### config.mk
export PLATFORM = sky130hd
export DESIGN_NAME = intc
export DESIGN_NICKNAME = d
export VERILOG_FILES = /design/src/rtl/intc.sv
export SDC_FILE = /design/constraint.sdc
export NUM_CORES = 1
export LEC_CHECK = 0
export CORE_MARGIN = 1
export CORE_UTILIZATION = 29
export DETAILED_ROUTE_END_ITERATION = 8
export HOLD_SLACK_MARGIN = 0.12
export PLACE_DENSITY = 0.51
export SLEW_MARGIN = 20
export SYNTH_ARGS = -nofsm -noshare
export SYNTH_HDL_FRONTEND = slang
export SYNTH_SLANG_ARGS = --single-unit
### constraint.sdc
create_clock -name clk -period 2.5 [get_ports clk]
set_clock_uncertainty 0.2 [all_clocks]
set_input_delay 0.375 -clock clk [delete_from_list [all_inputs] [get_ports clk]]
set_output_delay 0.375 -clock clk [all_outputs]
set_load 0.02 [all_outputs]
### src/rtl/intc.sv
// Interrupt controller: per-source synchroniser, level/edge + polarity detection,
// enable masking and a single registered interrupt request on the 5-bit CSR bus.
module intc #(
    parameter logic [4:0]  BASE_ADDR   = 5'h0,
    parameter int unsigned NUM_IRQS    = 8,
    parameter int unsigned SYNC_STAGES = 2,
    parameter logic [15:0] DFL_ENABLE  = 16'h0000,
    parameter logic [15:0] DFL_MODE    = 16'h0000,
    parameter logic [15:0] DFL_POL     = 16'h0000
) (
    input  logic                clk,
    input  logic                rst_n,
    input  logic [4:0]          csr_a,
    input  logic [7:0]          csr_di,
    input  logic                csr_we,
    output logic [7:0]          csr_do,
    input  logic [NUM_IRQS-1:0] irq_in,
    output logic                irq_out
);

    localparam int unsigned NBANKS = (NUM_IRQS <= 8) ? 1 : 2;
    localparam int unsigned NREGS  = 4 * NBANKS;
    localparam logic [15:0] VALID  = 16'((32'd1 << NUM_IRQS) - 32'd1);

    localparam logic [1:0] REG_STATUS = 2'd0;
    localparam logic [1:0] REG_ENABLE = 2'd1;
    localparam logic [1:0] REG_MODE   = 2'd2;
    localparam logic [1:0] REG_POL    = 2'd3;

    logic [NUM_IRQS-1:0] sync_q [SYNC_STAGES];
    logic [15:0] en_q, en_d;
    logic [15:0] mode_q, mode_d;
    logic [15:0] pol_q, pol_d;
    logic [15:0] prev_q;
    logic [15:0] pend_q, pend_d;
    logic        irq_q, irq_d;

    logic [5:0]  off;
    logic        hit;
    logic        bank;
    logic [1:0]  rsel;
    logic [15:0] bmask;
    logic [15:0] wdat;
    logic [15:0] w1c;
    logic [15:0] sy;
    logic [15:0] s;
    logic [15:0] set;
    logic [15:0] rd16;

    // Address decode; the 6-bit difference keeps addresses below BASE_ADDR out of range.
    always_comb begin
        off   = {1'b0, csr_a} - {1'b0, BASE_ADDR};
        hit   = off < 6'(NREGS);
        bank  = off[2];
        rsel  = off[1:0];
        bmask = bank ? 16'hff00 : 16'h00ff;
        wdat  = {csr_di, csr_di} & bmask & VALID;
    end

    // Next-state for configuration, pending bits and the interrupt line.
    always_comb begin
        en_d   = en_q;
        mode_d = mode_q;
        pol_d  = pol_q;
        w1c    = '0;

        sy = 16'(sync_q[SYNC_STAGES-1]);
        s  = sy ^ pol_q;

        if (csr_we && hit) begin
            case (rsel)
                REG_STATUS: w1c    = wdat;
                REG_ENABLE: en_d   = (en_q & ~bmask) | wdat;
                REG_MODE:   mode_d = (mode_q & ~bmask) | wdat;
                REG_POL:    pol_d  = (pol_q & ~bmask) | wdat;
                default:    w1c    = '0;
            endcase
        end

        // Edge sources: set beats a simultaneous W1C. Level sources track s.
        set    = mode_q & s & ~prev_q;
        pend_d = (mode_q & ((pend_q & ~w1c) | set)) | (~mode_q & s);
        irq_d  = |(pend_q & en_q);
    end

    // CSR read mux, combinational and side-effect free.
    always_comb begin
        rd16 = '0;
        case (rsel)
            REG_STATUS: rd16 = pend_q;
            REG_ENABLE: rd16 = en_q;
            REG_MODE:   rd16 = mode_q;
            REG_POL:    rd16 = pol_q;
            default:    rd16 = '0;
        endcase
        csr_do = hit ? (bank ? rd16[15:8] : rd16[7:0]) : 8'h00;
    end

    always_ff @(posedge clk or negedge rst_n) begin
        if (!rst_n) begin
            for (int i = 0; i < int'(SYNC_STAGES); i++) begin
                sync_q[i] <= '0;
            end
            en_q   <= DFL_ENABLE & VALID;
            mode_q <= DFL_MODE & VALID;
            pol_q  <= DFL_POL & VALID;
            prev_q <= DFL_POL & VALID;
            pend_q <= '0;
            irq_q  <= 1'b0;
        end else begin
            sync_q[0] <= irq_in;
            for (int i = 1; i < int'(SYNC_STAGES); i++) begin
                sync_q[i] <= sync_q[i-1];
            end
            en_q   <= en_d;
            mode_q <= mode_d;
            pol_q  <= pol_d;
            prev_q <= s;
            pend_q <= pend_d;
            irq_q  <= irq_d;
        end
    end

    assign irq_out = irq_q;

endmodule

Word level (Yosys, flattened, before mapping)

Index checks and enable logic that the tools add are counted.

Register bits: 97
Latch bits: 0
RAM bits: 0
Bits in read-only memories: 0
Input port bits: 24
Output and inout port bits: 9
Word-level logic and storage cells: 44
Memories kept: 0

$add $sub $neg: 0
$mul: 0
Divide/modulo/power cells: 0
Magnitude comparators: 1
Equal/unequal tests: 3
Shifts and indexed selects: 0
Multiplexer cells: 6
Bitwise gates (word level): 20
Reduce and logical (&&, ||, !) cells: 6

Operators with widths:

| cell                                                        | number |
|---|---|
| AND 16 bit                                                  | 9 |
| inverter 16 bit                                             | 4 |
| case mux 16 bit (4 select lines)                            | 1 |
| bitwise OR 16 x 8 -> 16 bit                                 | 3 |
| two-way mux 8 bit                                           | 4 |
| bitwise OR 16 bit                                           | 2 |
| two-way mux 16 bit                                          | 1 |
| OR reduction 16 bit                                         | 1 |
| bitwise XOR 8 x 16 -> 16 bit                                | 1 |
| AND 8 bit                                                   | 1 |
| AND reduction 2 bit                                         | 3 |
| less-than comparator 5 x 3 -> 1 bit (second input constant) | 1 |
| == test 2 bit (second input constant)                       | 2 |
| == test 2 x 1 -> 1 bit (second input constant)              | 1 |
| zero test 2 bit                                             | 1 |
| logical AND 1 bit                                           | 1 |

Longest topological paths before layout

Word-level depth: 9
Gate-level depth with buffers: 4

Worst setup path after synthesis

OpenSTA, ideal clock, no wires.

Path type: input to output
Start point: in csr_a[1]
End point: out csr_do[1]
Arrival time: 1.275 ns
Required time: 1.925 ns
Slack: 0.650 ns
Cell stages on the path: 3
Buffers on the path: 1
Cell sequence: buf_4 > mux4_2 > and2_1

Cells in the longest elaborated chain, start to end: 4
Elaborated cells on any way between the ends: 8
Classes of those cells: order compare (1); eq/ne (3); mux (3); reduce/logical (1)

Ends and longest elaborated chain:

| element                               | line | source |
|---|---|---|
| from (decl)                           | 13   | `input logic [4:0] csr_a,` |
| == test 2 bit (tied with other cells) | 89   | `case (rsel)` |
| case mux 16 bit (4 select lines)      | 89   |  |
| two-way mux 8 bit                     | 96   | `csr_do = hit ? (bank ? rd16[15:8] : rd16[7:0]) : 8'h00;` |
| two-way mux 8 bit *                   | 96   |  |
| to (decl)                             | 16   | `output logic [7:0] csr_do,` |

Every way passes the cells marked *; elsewhere a longest branch is shown, timed or not.

Worst setup path after layout

Start point: in csr_a[0]
End point: out csr_do[4]

The elaborated chain is that of the path after synthesis.

==> results by group <==
Floorplan
  • IO Count: 33
  • Num rows: 39
  • Die Span X: 112 µm
  • Core area: 0.0116 mm²
  • Die ar.: 0.0126 mm²
  • Die height: 112 µm
  • Starting density of the core: 30.3%

Timing
  • Fin crit share: 95.7%
  • Slew @ Worst Pin: approximately 0.44 ns
  • Setup TNS: 0 ns
  • Final period demand of the worst path: 2.39 ns
  • Setup violations, final: 0
  • Final worst slack: 0.108 ns
  • Fmax: 418 MHz
  • Pins over their slew limit: 0
  • Hold Vio Cnt, Final: 0
  • Hold_ws: 0.149 ns
  • Slew Limit Headroom: 70.9%
  • RSZ-0062 raised after global routing: false

Global route
  • Most Crowded Layer GR: met2
  • Vias in the first global route: 2005
  • Initial antenna violation count: 0
  • Global-route wire length before repair: 11.1 mm
  • M2 GR Usage: 17.3%
  • Met1 usage: 16.6%
  • GRT Resource Usage Total: 11.9%
  • Gr ovfl total: 0
  • Largest net degree at the start of global routing: 73
  • Met3 Usage GRT: 3.78%

Setup path
  • WP data required: 1.92 ns
  • WP buf/inv: 3
  • CP cell instances: clkdlybuf4s50_1 -> buf_12 -> mux4_2 -> and2_1 -> dlygate4sd2_1
  • Cell family with most CP delay: buffers and inverters
  • CP arrival: 1.82 ns
  • Critical Path Start Type: input port
  • Top fanout value on the critical path: 10
  • Crit-path max cell delay: 0.51 ns
  • Critical Path Sink Type: primary output
  • Worst path slowest cell: clkdlybuf4s50_1
  • WS Path Type: input port to primary output

Placed design
  • Pre-CTS setup slack: -0.347 ns
  • PortBufs: 32
  • Placer Congestion: 0.721
  • HPWL Detailed: 4.41 mm
  • Placed cells: about 400
  • Placed cell area: 0.00408 mm²

Final layout
  • Final core occ: between 30% and 40%
  • Fraction of layout cells with a size suffix above 1: 26.6%
  • Post-Layout Inst Area: 0.00440 mm²
  • Most frequent cells in the layout: dfrtp_1, mux2_2, clkdlybuf4s50_1, nand2_1, buf_4
  • Number of nets in the layout: 290
  • Number of inserted diodes: 0
  • Area delta synth->final: 25.0%
  • Most common cell after layout, fill and taps aside: dfrtp_1
  • Fin cells: between 400 and 500

Pwr
  • Net Switching: 0.882 mW
  • Logic pwr share: 12.0%
  • Ratio of total power to cell area: around 830 mW/mm²
  • Total power after layout: between 3 and 4 mW
  • Clk pwr share: a little under two fifths
  • Sw Ratio: 24.0%
  • Static leakage: 2.00 nW
  • Internal power: 2.79 mW
  • Worst VDD drop: 0.369 mV
  • Sequential power share: between 50% and 60%

Clocking
  • Clk buf depth: 2
  • Htree depth: 3
  • Post-CTS setup buffer count: 0
  • CTS root buffer: clkbuf_16
  • Sink Count: 97
  • Reg clk slew, reported paths: 0.06 ns
  • Clock Latency Late Sink: 0.34 ns
  • Num CTS Buffers: 9
  • TritonCTS clock tree: built

Yosys
  • Mapped Nets: approximately 260
  • Synth warnings: 0
  • Mapped cell area: 0.00352 mm²
  • Register area share after synthesis: 68.9%
  • Post-synth cell types: 22
  • Flops & latches, synth: between 90 and 100
  • Syn Area/Cell: 15.2 µm²
  • Post-Syn Instances: approximately 230

Outcome
  • Status: finished with violations
  • Failing checks: design-rule violations

Drt
  • Initial DRC Count: 58
  • Vias: 1902
  • Pre-Repair DR Iteration Count: 7
  • Drt drc: 4
  • Routed Antenna Nets: 0
  • Final wirelength: approximately 6.6 mm
  • Avg WL per Cell: 15.8 µm
  • Via density: 4.59

Worst hold path
  • Hold Path Class: flop to flop

Flow run
  • Max-cap viol count: 0
cell families after synthesis:
| logic type | after synthesis | share of synthesized area [%] |
|---|---|---|
| AO/OA/AOI/OAI | 24 | 6.25 |
| XOR/XNOR | 8 | 1.99 |
| buffers and inverters | 29 | 3.23 |
| flip-flops | 97 | 68.9 |
| multiplexers | 32 | 12.8 |
| AND/OR/NAND/NOR | 42 | 6.82 |
final timing paths:
| path | from | endpoint | slack (ns) | cells past startpoint |
|---|---|---|---|---|
| setup / recovery | csr_a[0] | csr_do[4] | 0.11 | 5 |
| hold / removal | sync_q[13] | sy[5] | 0.15 | 0 |
| setup reg to reg | pend_q[6] | irq_out | 1.00 | 3 |
| hold reg to reg | sync_q[13] | sy[5] | 0.15 | 0 |
| max in group asynchronous | rst_n | pol_q[8] | 1.12 | 3 |
| min in group asynchronous | rst_n | sy[2] | 0.29 | 2 |
worst register-to-register path: cells and delay by family, from the launching register on:
family             cells  cell delay [ns]
DFF                    1             0.42
AOI/OAI and AO/OA      2             0.57
and+or+nand+nor        1             0.17
routing by layer:
metal	wire length (µm)	vias to the layer above
met5	0	-
met4	95	0
met3	290	7
met2	3000	35
met1	3170	972
li1	-	888
cell usage after synthesis, drive strengths merged:
cell / n / area [µm²]
nor2: 2 / 10.0
and2: 8 / 50.1
nand2: 18 / 67.6
and4b: 1 / 10.0
dfrtp: 97 / 2430
xor2: 8 / 70.1
a22o: 12 / 105
a221oi: 4 / 35.0
nor3: 2 / 26.3
buf: 3 / 16.3
nor4bb: 1 / 10.0
nand3: 1 / 5.00
clkbuf: 26 / 97.6
a32o: 8 / 80.1
mux2: 24 / 270
or3: 1 / 11.3
mux4: 8 / 180
nand4: 8 / 50.1
power by group through the flow:
stage               clock (mW)  combinational, mW  sequential (mW)
detailed placement           0              0.444             1.90
floorplan                    0              0.261             1.87
CTS                       1.40              0.450             1.87
global placement             0              0.435             1.90
global route              1.47              0.483             1.89
finish                    1.36              0.441             1.87
area by class of cell:
cell class / instances / area [µm²]
clock buffer: 10 / 229
clock inverter: 6 / 66.3
multi-input combinational: 106 / 981
sequential: 97 / 2430
fill: 1090 / 7210
tap: 143 / 179
timing repair buffer: 52 / 520
what timing repair did:
action / CTS / global route
setup endpoints to repair: 8 / 3
resized for setup: 12 / 1
cloned: 1 / 0
endpoints found under the hold margin: 25 / 0
hold buffers: 1 / 0
Note: power is estimated with default switching activity, not from simulation.
